**config.mk**
```make
export PLATFORM = sky130hd
export DESIGN_NAME = rtl8201_mii_mac_rx
export DESIGN_NICKNAME = d
export VERILOG_FILES = /design/src/rtl/rtl8201_mii_mac_rx.sv
export SDC_FILE = /design/constraint.sdc
export NUM_CORES = 1
export LEC_CHECK = 0
export ABC_AREA = 1
export BUFFER_PORTS_ARGS = -buffer_cell sky130_fd_sc_hd__clkbuf_2
export CAP_MARGIN = 20
export CELL_PAD_IN_SITES_DETAIL_PLACEMENT = 0
export CELL_PAD_IN_SITES_GLOBAL_PLACEMENT = 2
export CORE_ASPECT_RATIO = 0.9
export CORE_MARGIN = 4
export CORE_UTILIZATION = 38
export CTS_CLUSTER_SIZE = 24
export DETAILED_ROUTE_END_ITERATION = 8
export GPL_TIMING_DRIVEN = 0
export HOLD_SLACK_MARGIN = 0.02
export PLACE_DENSITY = 0.92
export SLEW_MARGIN = 20
export SYNTH_ARGS = -nofsm -noshare
export SYNTH_HDL_FRONTEND = slang
export SYNTH_SLANG_ARGS = --single-unit
```
**constraint.sdc**
```tcl
create_clock -name CLK -period 4.23 [get_ports CLK]
set_input_delay 0.2115 -clock CLK [delete_from_list [all_inputs] [get_ports CLK]]
set_output_delay 0.2115 -clock CLK [all_outputs]
set_load 0.01 [all_outputs]
```
**src/rtl/rtl8201_mii_mac_rx.sv**
```systemverilog
// ---------------------------------------------------------------------------
// rtl8201_mii_mac_rx
//
// Receive-side MAC for the RTL8201 MII PHY. It samples 4-bit nibbles while
// ETH_RX_DV is high, strips the 0x5 preamble and 0xD SFD, and assembles
// bytes low nibble first. Every post-SFD byte, the 4 FCS bytes included, is
// streamed to the user side. When DV falls, the block reports one
// end-of-frame status that covers CRC-32, length, RX_ER and nibble
// alignment.
//
// Ports
//   CLK          receive clock (ETH_RX_CLK); all logic uses the rising edge
//   RST          asynchronous, active-low reset
//   ETH_RX_DV    PHY receive data valid
//   ETH_RX_ER    PHY receive error
//   ETH_RX_DATA  PHY receive nibble
//   RECV_DATA    received byte, valid while RECV_VALID is high
//   RECV_VALID   one-cycle strobe per delivered byte
//   RECV_SOF     high with RECV_VALID on the first byte after the SFD
//   RECV_EOF     one-cycle end-of-frame strobe; status outputs are valid then
//   RECV_ERR     frame bad: CRC, RX_ER, odd nibble count, too short, too long
//   RECV_CRC_OK  CRC residue matched
//   RECV_LEN     bytes delivered in the frame, saturating at MAX_LEN
//   RECV_BUSY    high from the SFD until the RECV_EOF cycle inclusive
//
// There is no backpressure. The consumer must take one byte every 2 CLK.
// ---------------------------------------------------------------------------
module rtl8201_mii_mac_rx #(
  parameter int MIN_LEN = 64,
  parameter int MAX_LEN = 1518,
  parameter int LEN_W   = 11
) (
  input  logic             CLK,
  input  logic             RST,
  input  logic             ETH_RX_DV,
  input  logic             ETH_RX_ER,
  input  logic [3:0]       ETH_RX_DATA,
  output logic [7:0]       RECV_DATA,
  output logic             RECV_VALID,
  output logic             RECV_SOF,
  output logic             RECV_EOF,
  output logic             RECV_ERR,
  output logic             RECV_CRC_OK,
  output logic [LEN_W-1:0] RECV_LEN,
  output logic             RECV_BUSY
);

  localparam logic [31:0]      CRC_POLY    = 32'hEDB88320;
  localparam logic [31:0]      CRC_INIT    = 32'hFFFFFFFF;
  // Remainder left in the register after a good frame's FCS has been fed.
  localparam logic [31:0]      CRC_RESIDUE = 32'hDEBB20E3;
  localparam logic [3:0]       NIB_PRE     = 4'h5;
  localparam logic [3:0]       NIB_SFD     = 4'hD;
  localparam logic [LEN_W-1:0] MIN_LEN_C   = LEN_W'(MIN_LEN);
  localparam logic [LEN_W-1:0] MAX_LEN_C   = LEN_W'(MAX_LEN);
  localparam logic [LEN_W-1:0] LEN_ONE     = LEN_W'(1);

  typedef enum logic [1:0] {
    ST_IDLE,
    ST_PRE,
    ST_DATA,
    ST_DROP
  } state_t;

  state_t state_reg, state_next;

  // dv_q_reg is the previous-cycle DV. It resets to 1, so a frame that is
  // already in flight when reset is released looks like "DV still high" and
  // is ignored until DV drops.
  logic             dv_q_reg;
  logic             phase_reg,    phase_next;     // 1: low nibble is held
  logic [3:0]       lo_nib_reg,   lo_nib_next;
  logic [31:0]      crc_reg,      crc_next;
  logic [LEN_W-1:0] count_reg,    count_next;     // saturates at MAX_LEN
  logic             over_reg,     over_next;      // saw a byte past MAX_LEN
  logic             rxer_reg,     rxer_next;      // RX_ER seen in DATA
  logic             sof_pend_reg, sof_pend_next;  // next delivered byte is first

  logic [7:0]       data_reg,     data_next;
  logic             valid_reg,    valid_next;
  logic             sof_reg,      sof_next;
  logic             eof_reg,      eof_next;
  logic             err_reg,      err_next;
  logic             crc_ok_reg,   crc_ok_next;
  logic [LEN_W-1:0] len_reg,      len_next;
  logic             busy_reg,     busy_next;

  logic             dv_rise;
  logic [7:0]       rx_byte;
  logic             crc_match;

  // Reflected CRC-32 over one byte, LSB first.
  function automatic logic [31:0] crc32_byte(input logic [31:0] crc_in,
                                             input logic [7:0]  data_in);
    logic [31:0] c;
    c = crc_in;
    for (int i = 0; i < 8; i++) begin
      if (c[0] ^ data_in[i]) begin
        c = (c >> 1) ^ CRC_POLY;
      end else begin
        c = c >> 1;
      end
    end
    return c;
  endfunction

  assign dv_rise   = ETH_RX_DV && !dv_q_reg;
  assign rx_byte   = {ETH_RX_DATA, lo_nib_reg};
  assign crc_match = (crc_reg == CRC_RESIDUE);

  // -------------------------------------------------------------------------
  // State register
  // -------------------------------------------------------------------------
  always_ff @(posedge CLK or negedge RST) begin
    if (!RST) begin
      state_reg <= ST_IDLE;
    end else begin
      state_reg <= state_next;
    end
  end

  // -------------------------------------------------------------------------
  // Next-state and datapath next values
  // -------------------------------------------------------------------------
  always_comb begin
    state_next    = state_reg;
    phase_next    = phase_reg;
    lo_nib_next   = lo_nib_reg;
    crc_next      = crc_reg;
    count_next    = count_reg;
    over_next     = over_reg;
    rxer_next     = rxer_reg;
    sof_pend_next = sof_pend_reg;
    data_next     = data_reg;
    // Strobes and status are single-cycle pulses.
    valid_next    = 1'b0;
    sof_next      = 1'b0;
    eof_next      = 1'b0;
    err_next      = 1'b0;
    crc_ok_next   = 1'b0;
    len_next      = '0;

    case (state_reg)
      ST_IDLE: begin
        if (dv_rise) begin
          if (ETH_RX_DATA == NIB_PRE) begin
            state_next = ST_PRE;
          end else begin
            state_next = ST_DROP;
          end
        end
      end

      ST_PRE: begin
        if (!ETH_RX_DV) begin
          // A carrier that ends inside the preamble is silently discarded.
          state_next = ST_IDLE;
        end else if (ETH_RX_ER) begin
          state_next = ST_DROP;
        end else if (ETH_RX_DATA == NIB_PRE) begin
          state_next = ST_PRE;
        end else if (ETH_RX_DATA == NIB_SFD) begin
          state_next    = ST_DATA;
          phase_next    = 1'b0;
          crc_next      = CRC_INIT;
          count_next    = '0;
          over_next     = 1'b0;
          rxer_next     = 1'b0;
          sof_pend_next = 1'b1;
        end else begin
          state_next = ST_DROP;
        end
      end

      ST_DATA: begin
        if (!ETH_RX_DV) begin
          // End of frame. A held low nibble (phase_reg=1) means an odd
          // nibble count. That nibble is discarded and flags the frame.
          state_next  = ST_IDLE;
          eof_next    = 1'b1;
          crc_ok_next = crc_match;
          len_next    = count_reg;
          err_next    = !crc_match || rxer_reg || phase_reg ||
                        (count_reg < MIN_LEN_C) || over_reg;
        end else begin
          if (ETH_RX_ER) begin
            rxer_next = 1'b1;
          end
          phase_next = !phase_reg;
          if (!phase_reg) begin
            lo_nib_next = ETH_RX_DATA;
          end else begin
            // Bytes past MAX_LEN still go through the CRC. They are only
            // withheld from the user side and flagged as oversize.
            crc_next = crc32_byte(crc_reg, rx_byte);
            if (count_reg < MAX_LEN_C) begin
              count_next    = count_reg + LEN_ONE;
              valid_next    = 1'b1;
              data_next     = rx_byte;
              sof_next      = sof_pend_reg;
              sof_pend_next = 1'b0;
            end else begin
              over_next = 1'b1;
            end
          end
        end
      end

      ST_DROP: begin
        if (!ETH_RX_DV) begin
          state_next = ST_IDLE;
        end
      end

      default: begin
        state_next = ST_IDLE;
      end
    endcase

    // BUSY stays high through the EOF cycle. That cycle is the one where
    // DATA is being left.
    busy_next = (state_reg == ST_DATA) || (state_next == ST_DATA);
  end

  // -------------------------------------------------------------------------
  // Datapath and output registers
  // -------------------------------------------------------------------------
  always_ff @(posedge CLK or negedge RST) begin
    if (!RST) begin
      dv_q_reg     <= 1'b1;
      phase_reg    <= 1'b0;
      lo_nib_reg   <= '0;
      crc_reg      <= CRC_INIT;
      count_reg    <= '0;
      over_reg     <= 1'b0;
      rxer_reg     <= 1'b0;
      sof_pend_reg <= 1'b0;
      data_reg     <= '0;
      valid_reg    <= 1'b0;
      sof_reg      <= 1'b0;
      eof_reg      <= 1'b0;
      err_reg      <= 1'b0;
      crc_ok_reg   <= 1'b0;
      len_reg      <= '0;
      busy_reg     <= 1'b0;
    end else begin
      dv_q_reg     <= ETH_RX_DV;
      phase_reg    <= phase_next;
      lo_nib_reg   <= lo_nib_next;
      crc_reg      <= crc_next;
      count_reg    <= count_next;
      over_reg     <= over_next;
      rxer_reg     <= rxer_next;
      sof_pend_reg <= sof_pend_next;
      data_reg     <= data_next;
      valid_reg    <= valid_next;
      sof_reg      <= sof_next;
      eof_reg      <= eof_next;
      err_reg      <= err_next;
      crc_ok_reg   <= crc_ok_next;
      len_reg      <= len_next;
      busy_reg     <= busy_next;
    end
  end

  assign RECV_DATA   = data_reg;
  assign RECV_VALID  = valid_reg;
  assign RECV_SOF    = sof_reg;
  assign RECV_EOF    = eof_reg;
  assign RECV_ERR    = err_reg;
  assign RECV_CRC_OK = crc_ok_reg;
  assign RECV_LEN    = len_reg;
  assign RECV_BUSY   = busy_reg;

endmodule
```
==> Word-level counts from Yosys, hierarchy flattened <==
Cells that the tools add are included.
{ "totals": {"reg_bits": 79, "input_bits": 8, "output_inout_bits": 25, "word_cells": 161} }
{ "classes": {"add_sub_neg": 1, "magnitude_cmp": 2, "eq_ne": 16, "muxes": 89, "bitwise_logic": 17, "reduce_logical": 19} }
{ "op_table": {"columns": ["operator", "count"], "rows": [
  ["32-bit 2-to-1 mux", 35],
  ["13-bit NOT with 14-bit output", 8],
  ["11-bit 2-to-1 mux", 9],
  ["32-bit case mux with 2 select lines", 1],
  ["32-bit equality test, second input constant", 1],
  ["1-bit 2-to-1 mux", 32],
  ["11-bit case mux with 2 select lines", 1],
  ["2-bit != test, second input constant", 9],
  ["8-bit AND reduction", 2],
  ["7-bit AND reduction", 2],
  ["2-bit 2-to-1 mux", 6],
  ["11-bit by 1-bit adder with 11-bit output, second input constant", 1],
  ["11-bit less-than comparator, second input constant", 1],
  ["11-bit by 7-bit less-than comparator with 1-bit output, second input constant", 1],
  ["1-bit case mux with 2 select lines", 4],
  ["1-bit bitwise XOR", 8],
  ["2-bit equality test, second input constant", 3],
  ["2-bit case mux with 3 select lines", 1],
  ["6-bit AND reduction", 1],
  ["1-bit logical OR", 5],
  ["4-bit by 3-bit equality test with 1-bit output, second input constant", 1],
  ["4-bit equality test, second input constant", 1],
  ["4-bit AND reduction", 1],
  ["1-bit logical NOT", 3],
  ["other kinds (7)", 7]
]} }

==> Logic depth before layout (Yosys ltp) <==
Gate-level depths: netlist (run 1).
{ "logic_depth": {"ltp_word": 40, "ltp_mapped": 13, "mapped_depth_nobuf": 13} }

==> Least setup slack after synthesis (run 1) <==
No wires, ideal clock.
{ "synth_path": {"path_kind": "flip-flop to flip-flop", "from": "register crc_reg[0]", "to": "register crc_reg[28]", "setup_time_ns": 0.058, "arrival_time_ns": 1.580, "required_time_ns": 4.172, "path_slack_ns": 2.592, "stages_incl_launch_ff": 11, "path_cell_list": "dfstp_2 > inv_1 > nand2_1 > nand2_2 > nand3_1 > nand2_1 > buf_2 > or2_2 > nand3_1 > o21ai_0 > inv_1"} }
{ "synth_between": {"elab_chain_cells": 34} }
{ "synth_rtl": {"columns": ["element", "line_no", "rtl"], "rows": [
  ["start: declaration", "73", "logic [31:0] crc_reg, crc_next;"],
  ["start signal: assignment", "250", "crc_reg <= crc_next;"],
  ["1-bit bitwise XOR", "98", "if (c[0] ^ data_in[i]) begin"],
  ["32-bit 2-to-1 mux", "98", null],
  ["32-bit 2-to-1 mux", "190", "if (!phase_reg) begin"],
  ["32-bit 2-to-1 mux", "176", "if (!ETH_RX_DV) begin"],
  ["32-bit 2-to-1 mux", "143", "case (state_reg)"],
  ["32-bit 2-to-1 mux", "98", null],
  ["32-bit 2-to-1 mux", "190", null],
  ["32-bit 2-to-1 mux", "176", null],
  ["[... 18 more ...]", null, null],
  ["32-bit 2-to-1 mux", "98", null],
  ["32-bit 2-to-1 mux", "190", null],
  ["32-bit 2-to-1 mux", "176", null],
  ["32-bit 2-to-1 mux", "143", null],
  ["32-bit 2-to-1 mux", "98", null],
  ["32-bit 2-to-1 mux", "190", null],
  ["32-bit 2-to-1 mux", "176", null],
  ["32-bit case mux with 2 select lines", "143", null]
]} }
No other way between the ends. The select of a mux whose other input is x is not followed.
A chain may end at the register's enable or synchronous reset.

==> Worst setup path in the final report (run 1) <==
{ "layout_path": {"from": "register state_reg[0]", "to": "register crc_reg[22]"} }
{ "layout_between": {"elab_chain_cells": 3, "word_cells_on_any_way": 11, "cone_classes": "eq/ne (8); mux (1); reduce/logical (2)"} }
{ "layout_rtl": {"columns": ["element", "line_no", "rtl"], "rows": [
  ["start: declaration", "65", "state_t state_reg, state_next;"],
  ["start signal: assignment", "118", "state_reg <= state_next;"],
  ["2-bit equality test or 2-bit by 1-bit equality test with 1-bit output (tied branches)", "143", null],
  ["2-bit != test (no source line) or 2-bit nonzero test (tied branches)", null, null],
  ["7-bit AND reduction (no source line)", null, null]
]} }
Parallel ways exist; a longest one is shown, timed or not.

==> metrics, run 1 <==
Worst Max-Slew Pin Slew=between 400 and 500 ps; most common library cell in the layout ignoring fill and taps=nand2_1; highest-count cells in the layout ignoring fill and taps=245 x nand2_1, 78 x inv_1, 55 x nand3_1, 46 x dfrtp_1, 40 x nor2_1; setup tns final=0 ps; wire length of the first global-routing pass=21800 um; count of pins over their slew limit=0; overall die height=approximately 110 um; count of cells along the worst register-to-register path=10; total clock buffers created by CTS=9; max reg flops=32; CP startpoint kind=register; Max Root-Sink Buffers=2; total of buffers placed on input and output ports=32; relative slew slack=0.672; overall overflow remaining after global route=0; post-detailed-routing wire length=around 13000 um; largest stage delay on the critical path=between 400 and 500 ps; sequence of cells on the critical path=inv_2 -> nand2_1 -> buf_2 -> inv_2 -> nand4_2 -> inv_2 -> buf_2 -> nand3_1 -> nand2_1 -> inv_1; setup slack of the worst register-to-register path=around 2000 ps; type of the worst setup path=register to register; post-placement worst setup slack=approximately 2100 ps; count of cells resized by post-cts repair=0; reg-to-reg critical path startpoint=state_reg[0]$_DFF_PN0_; post-CTS clock slew at the launch and capture registers of the worst setup and hold paths=~60 ps; number of vias in the routed layout=4237; number of H-tree branching levels=3; Fin Clk Skew=roughly 8.4 ps; die width=124 um; via-per-instance ratio=roughly 5; fraction of final layout cells with drive strength greater than 1=0.163; post-route fraction of the period consumed by the critical path=0.523; Fmax achieved=about 450 MHz; Post-Synthesis Cell Area=4590 um2; CTS tree=built; worst min-delay path startpoint=ETH_RX_DV; Min Clock Period, post-route=between 2000 and 2500 ps; final layout net count=about 690; post-place instance area=between 4000 and 5000 um2; largest net degree at the start of global routing=between 50 and 60; reg-to-reg critical path endpoint=crc_reg[22]$_DFFE_PN1P_; unrepaired setup endpoints after global routing=no; number of buffers added to fix hold violations after cts=1; number of I/O pins=33; top-area cell type share of the netlist area=0.251; Sink Count=slightly below 80; static power due to leakage=approximately 2.8 nW; global-route usage over all layers=0.205; peak fanout along the critical path=10; sequential area share after synthesis=0.439; Pre-Repair DR Iteration Count=7; largest area contributor in the synthesized netlist=dfrtp_1; Final Worst Setup Slack=between 2000 and 2500 ps; category of the worst setup path capture point=register; post-synthesis instance total=between 600 and 700; Final Hold Violating Endpoints=0; count of antenna-violating nets left after detailed routing=0; classification of the worst-slack hold path=input port to register; arrival time at the worst endpoint=around 2500 ps; total setup violations reported at the end of the flow=0; worst-case hold path end point=dv_q_reg$_DFF_PN1_; Design Area, Final=roughly 5300 um2; average instance area after synthesis=between 7 and 8 um2; required time reported for the critical path endpoint=4510 ps; final routed DRC violation total=0; Synth cell types=36; max-cap violations=0; Synthesis Warnings=0; buffers inserted by post-CTS timing repair=0; vias in the first global route=about 4000; routed wirelength normalized by instance count=around 16 um; worst IR drop on VDD=0.000299 V; Total Die Area=13900 um2; number of antenna repair diodes=0; worst hold path cell count=1; Layout area overhead=15.8%; Slowest cell on crit path=dfrtp_1; register bit count reported by yosys=79; initial detailed-routing violation count=372; buffer cell driving the clock tree root=clkbuf_16; CORE AREA=11600 um2; Design Power=between 0.004 and 0.005 W; std cell rows=37; initial standard-cell utilization of the core=0.395; post-synthesis async set-or-reset flop share=1.00; number of antenna violations at the first check in global routing=0; Syn Nets=646; status=completed; number of flops mapped to enable cells by yosys=0; crit-path most repeated cell=inv_2; worst skew pair latency=350 ps; detailed placer's ending HPWL=between 9000 and 10000 um; P per Cell Area=between 700 and 800 nW/um2; weighted congestion at the end of routability-driven global placement=0.864; ranking of synthesized cells by area=dfrtp_1 25%, nand2_1 20%, dfstp_2 19%, inv_1 6.4%, nand3_1 6.0%; most used flip-flop cell after synthesis=dfrtp_1
## cells in the mapped netlist, drive strengths merged (2+ instances only)
| cell | n |
|---|---|
| a21boi | 2 |
| a21oi | 4 |
| a22oi | 3 |
| a32oi | 3 |
| buf | 13 |
| clkinv | 2 |
| dfrtp | 46 |
| dfstp | 33 |
| inv | 83 |
| nand2 | 251 |
| nand3 | 55 |
| nand4 | 10 |
| nor2 | 42 |
| nor3 | 7 |
| o21ai | 35 |
| o22ai | 6 |
| o41ai | 2 |
| or2 | 3 |
| xnor2 | 4 |
| xor2 | 27 |
## layout make-up
class	instances	area, um2
well taps	156	195
flip-flops and latches	79	2020
inverters	85	320
repair buffers	34	200
fillers	1202	6300
plain buffers	14	87.6
clock buffers	10	239
multi-input cells	459	2170
clock inverters	6	90.1
## critical path, delay by kind of cell, from the launching register on
kind / cells / cell delay (ps)
buffers and inverters: 6 / 1080
and+or+nand+nor: 4 / 620
DFF: 1 / 430
## logic make-up after synthesis
group,after synthesis,share of synthesized area
AND/OR/NAND/NOR,370,0.338
XOR/XNOR,31,0.0591
adder cells (fa/ha/maj),1,0.00272
flip-flops,79,0.439
AO/OA/AOI/OAI,57,0.0725
buffers and inverters,99,0.0888
## power breakdown
group	leakage, nW	switching (W)	total (W)	internal (W)
sequential	0.958	0.000205	0.00128	0.00107
combinational	1.65	0.00135	0.00198	0.000636
clock	0.159	0.000335	0.000871	0.000536
total	2.76	0.00189	0.00413	0.00224
## per-stage QoR
stage,hold slack (ps),utilization,std cells
after CTS,33.9,0.458,843
after global routing,31.3,0.458,843
after global placement,405,0.426,825
final,38.3,0.458,843
after detailed placement,202,0.428,826
after floorplan,-84.1,-,637
## per-layer routing
layer,up-vias,share of wire,global-route usage
met3,14,0.059,0.0514
met5,-,0,0
li1,2095,-,-
met1,2013,0.48,0.295
met2,115,0.45,0.309
met4,0,0.013,0.0511
## worst max path at each step
stage | from | to | slack (ps) | cells after the start
2_1_floorplan | crc_reg[0]$_DFFE_PN1P_ | crc_reg[28]$_DFFE_PN1P_ | 2590 | 10
3_3_place_gp | state_reg[0]$_DFF_PN0_ | crc_reg[17]$_DFFE_PN1P_ | 2060 | 10
3_5_place_dp | state_reg[0]$_DFF_PN0_ | crc_reg[17]$_DFFE_PN1P_ | 2080 | 10
4_1_cts | state_reg[0]$_DFF_PN0_ | crc_reg[17]$_DFFE_PN1P_ | 2060 | 10
5_1_grt | state_reg[0]$_DFF_PN0_ | crc_reg[17]$_DFFE_PN1P_ | 1860 | 10
6_report | state_reg[0]$_DFF_PN0_ | crc_reg[22]$_DFFE_PN1P_ | 2020 | 10
No activity file was read; power rests on OpenSTA's default activity.
==> run 2, diff against run 1 <==
--- a/config.mk
+++ b/config.mk
@@ -5,19 +5,19 @@
 export SDC_FILE = /design/constraint.sdc
 export NUM_CORES = 1
 export LEC_CHECK = 0
-export ABC_AREA = 1
+export ABC_AREA = 0
 export BUFFER_PORTS_ARGS = -buffer_cell sky130_fd_sc_hd__clkbuf_2
 export CAP_MARGIN = 20
 export CELL_PAD_IN_SITES_DETAIL_PLACEMENT = 0
 export CELL_PAD_IN_SITES_GLOBAL_PLACEMENT = 2
 export CORE_ASPECT_RATIO = 0.9
 export CORE_MARGIN = 4
-export CORE_UTILIZATION = 38
+export CORE_UTILIZATION = 36
 export CTS_CLUSTER_SIZE = 24
 export DETAILED_ROUTE_END_ITERATION = 8
 export GPL_TIMING_DRIVEN = 0
 export HOLD_SLACK_MARGIN = 0.02
-export PLACE_DENSITY = 0.92
+export PLACE_DENSITY = 0.82
 export SLEW_MARGIN = 20
 export SYNTH_ARGS = -nofsm -noshare
 export SYNTH_HDL_FRONTEND = slang
==> constraint.sdc (replaced) <==
create_clock -name CLK -period 1.88 [get_ports CLK]
set_input_delay 0.094 -clock CLK [delete_from_list [all_inputs] [get_ports CLK]]
set_output_delay 0.094 -clock CLK [all_outputs]
set_load 0.01 [all_outputs]
==> metrics, run 2 <==
number of antenna repair diodes=0 (unchanged); std cell rows=36 (was 37); number of vias in the routed layout=2982 (was 4237); max-cap violations=0 (unchanged); static power due to leakage=2.17 nW (was 2.76 nW); number of H-tree branching levels=3 (unchanged); ranking of synthesized cells by area=dfrtp_1 29%, dfstp_2 22%, xnor2_1 9.0%, xnor2_2 4.1%, xor2_1 3.9% (was dfrtp_1 25%, nand2_1 20%, dfstp_2 19%, inv_1 6.4%, nand3_1 6.0%); most used flip-flop cell after synthesis=dfrtp_1 (unchanged); wire length of the first global-routing pass=16500 um (was 21800 um); Synthesis Warnings=0 (unchanged); count of fill cells added during filler insertion=1010 (was 1202); Post-Synthesis Cell Area=4010 um2 (was 4590 um2); unrepaired setup endpoints after global routing=yes (was no); number of antenna violations at the first check in global routing=0 (unchanged); Fmax achieved=532 MHz (was 452 MHz); average instance area after synthesis=11.1 um2 (was 7.21 um2); routed wirelength normalized by instance count=17.4 um (was 15.9 um); type of the worst setup path=register to register (unchanged); fraction of final layout cells with drive strength greater than 1=0.373 (was 0.163); total setup violations reported at the end of the flow=0 (unchanged); Final Hold Violating Endpoints=0 (unchanged); category of the worst setup path capture point=register (unchanged); Total Die Area=12900 um2 (was 13900 um2); count of pins over their slew limit=0 (unchanged); buffer cell driving the clock tree root=clkbuf_16 (unchanged); max reg flops=32 (unchanged); Pre-Repair DR Iteration Count=4 (was 7); number of I/O pins=33 (unchanged); count of antenna-violating nets left after detailed routing=0 (unchanged); Fin Clk Skew=6.79 ps (was 8.41 ps); total clock buffers created by CTS=9 (unchanged); overall overflow remaining after global route=0 (unchanged); detailed placer's ending HPWL=6950 um (was 9910 um); worst IR drop on VDD=0.00115 V (was 0.000299 V); Synth cell types=47 (was 36); die width=119 um (was 124 um); overall die height=108 um (was 112 um); worst skew pair latency=340 ps (was 350 ps); final routed DRC violation total=0 (unchanged); post-CTS clock slew at the launch and capture registers of the worst setup and hold paths=70 ps (was 60 ps); P per Cell Area=2320 nW/um2 (was 777 nW/um2); register bit count reported by yosys=79 (unchanged); Sink Count=79 (unchanged); post-synthesis async set-or-reset flop share=1.00 (unchanged); largest area contributor in the synthesized netlist=dfrtp_1 (unchanged); vias in the first global route=2944 (was 4023); final layout net count=438 (was 691); total of buffers placed on input and output ports=32 (unchanged); via-per-instance ratio=5.09 (was 5.03); peak fanout along the critical path=4 (was 10); relative slew slack=0.624 (was 0.672); most common library cell in the layout ignoring fill and taps=dfrtp_1 (was nand2_1); initial standard-cell utilization of the core=0.369 (was 0.395); highest-count cells in the layout ignoring fill and taps=44 x dfrtp_1, 36 x nor2_1, 36 x xnor2_1, 33 x clkbuf_2, 33 x dfstp_2 (was 245 x nand2_1, 78 x inv_1, 55 x nand3_1, 46 x dfrtp_1, 40 x nor2_1); most instantiated library cell after synthesis=dfrtp_1 (was nand2_1); post-route fraction of the period consumed by the critical path=0.999 (was 0.523); top-area cell type share of the netlist area=0.287 (was 0.251); hold_ws=152 ps (was 38.3 ps); global-route usage over all layers=0.166 (was 0.205); Max Root-Sink Buffers=2 (unchanged); arrival time at the worst endpoint=2150 ps (was 2500 ps); CTS tree=built (unchanged); CORE AREA=10900 um2 (was 11600 um2); CP startpoint kind=register (unchanged); Min Clock Period, post-route=1880 ps (was 2210 ps); Layout area overhead=28.2% (was 15.8%); Worst Max-Slew Pin Slew=564 ps (was 490 ps); classification of the worst-slack hold path=input port to register (unchanged); sequential area share after synthesis=0.504 (was 0.439); list of most frequent post-synthesis cells=46 x dfrtp_1, 41 x xnor2_1, 37 x nor2_1, 33 x dfstp_2, 26 x a21oi_1 (was 245 x nand2_1, 78 x inv_1, 55 x nand3_1, 46 x dfrtp_1, 40 x nor2_1); initial detailed-routing violation count=170 (was 372); Syn Nets=370 (was 646); status=completed (unchanged); largest net degree at the start of global routing=43 (was 53); number of flops mapped to enable cells by yosys=0 (unchanged); setup tns final=0 ps (unchanged); required time reported for the critical path endpoint=2150 ps (was 4510 ps); weighted congestion at the end of routability-driven global placement=0.821 (was 0.864); post-detailed-routing wire length=10200 um (was 13400 um); post-synthesis instance total=361 (was 637)
## run 2: cell types whose count changed after synthesis, sizes merged, moves of 5 or more
cell    previous run  this run
a21oi              4        28
a31oi              0        19
and2               0        14
clkbuf             1         7
inv               83         3
mux2               0        13
nand2            251        16
nand3             55         8
nand4             10         3
nor2              42        37
o21ai             35        10
o22ai              6         0
xnor2              4        52
xor2              27        18
## run 2: routing by layer
| layer | wire length (um) | vias to the layer above | track usage |
|---|---|---|---|
| li1 | - | 1403 | - |
| met1 | 5050 | 1486 | 0.254 |
| met5 | 0 | - | 0 |
| met2 | 4470 | 82 | 0.238 |
| met3 | 542 | 11 | 0.0382 |
| met4 | 128 | 0 | 0.0347 |
## run 2: worst paths after layout
check | start | to | slack [ps] | depth (start not counted)
worst max-delay path | crc_reg[7]$_DFFE_PN1P_ | crc_reg[24]$_DFFE_PN1P_ | 1 | 5
worst min-delay path | ETH_RX_DATA[1] | RECV_DATA[5]$_DFFE_PN0P_ | 150 | 2
worst max register to register | crc_reg[7]$_DFFE_PN1P_ | crc_reg[24]$_DFFE_PN1P_ | 1 | 5
worst min register to register | sof_pend_reg$_DFFE_PN0P_ | RECV_SOF$_DFF_PN0_ | 490 | 1
max in group asynchronous | RST | crc_reg[11]$_DFFE_PN1P_ | 890 | 3
min in group asynchronous | RST | RECV_LEN[6]$_DFF_PN0_ | 300 | 2
## run 2: logic make-up (layout without fill, tap and decap cells)
| family | after synthesis | in the layout | synth area share |
|---|---|---|---|
| and+or+nand+nor | 101 | 101 | 0.126 |
| DFF | 79 | 79 | 0.504 |
| AOI/OAI and AO/OA | 75 | 75 | 0.116 |
| xor gates and xnor gates | 73 | 73 | 0.194 |
| buffers and inverters | 19 | 92 | 0.0212 |
| muxes | 13 | 13 | 0.0365 |
| adders and majority gates | 1 | 1 | 0.00312 |
## run 2: where the power goes
group | internal [W] | switching (W)
sequential | 0.00245 | 0.000616
combinational | 0.00367 | 0.00332
clock | 0.00106 | 0.000785
total | 0.00718 | 0.00472
## run 2: stage by stage
step	util	total power [W]	std cells	setup slack, ps	instance area, um2
floorplan	-	0.00753	361	5.25	4020
global placement	0.402	0.00871	545	-544	4370
detailed placement	0.404	0.00875	546	-565	4390
CTS	0.455	0.0114	577	-43.9	4940
global route	0.473	0.0126	586	-59.0	5140
finish	0.473	0.0119	586	1.37	5140
## run 2: final cells by class
cell class	instances	area, um2	share of cell area
clock buffers	9	225	0.0438
clock inverters	7	85.1	0.0166
well taps	152	190	0.0370
inverters	3	11.3	0.00219
repair buffers	58	392	0.0762
plain buffers	15	101	0.0197
flip-flops and latches	79	2020	0.393
multi-input cells	263	2110	0.411
## run 2: timing repair
item,in CTS,in global routing
gates resized for setup,23,21
endpoints found under the hold margin,14,0
hold buffers,2,0
setup endpoints to repair,53,55
setup buffers,13,10
pin swaps,8,6
## run 2: worst max-delay path: stages, from the launching register on
cell and delay [ps]:
dfstp_2 600, xnor2_4 160, xnor3_2 520, xnor2_4 170, xor2_1 180, a31oi_1 170
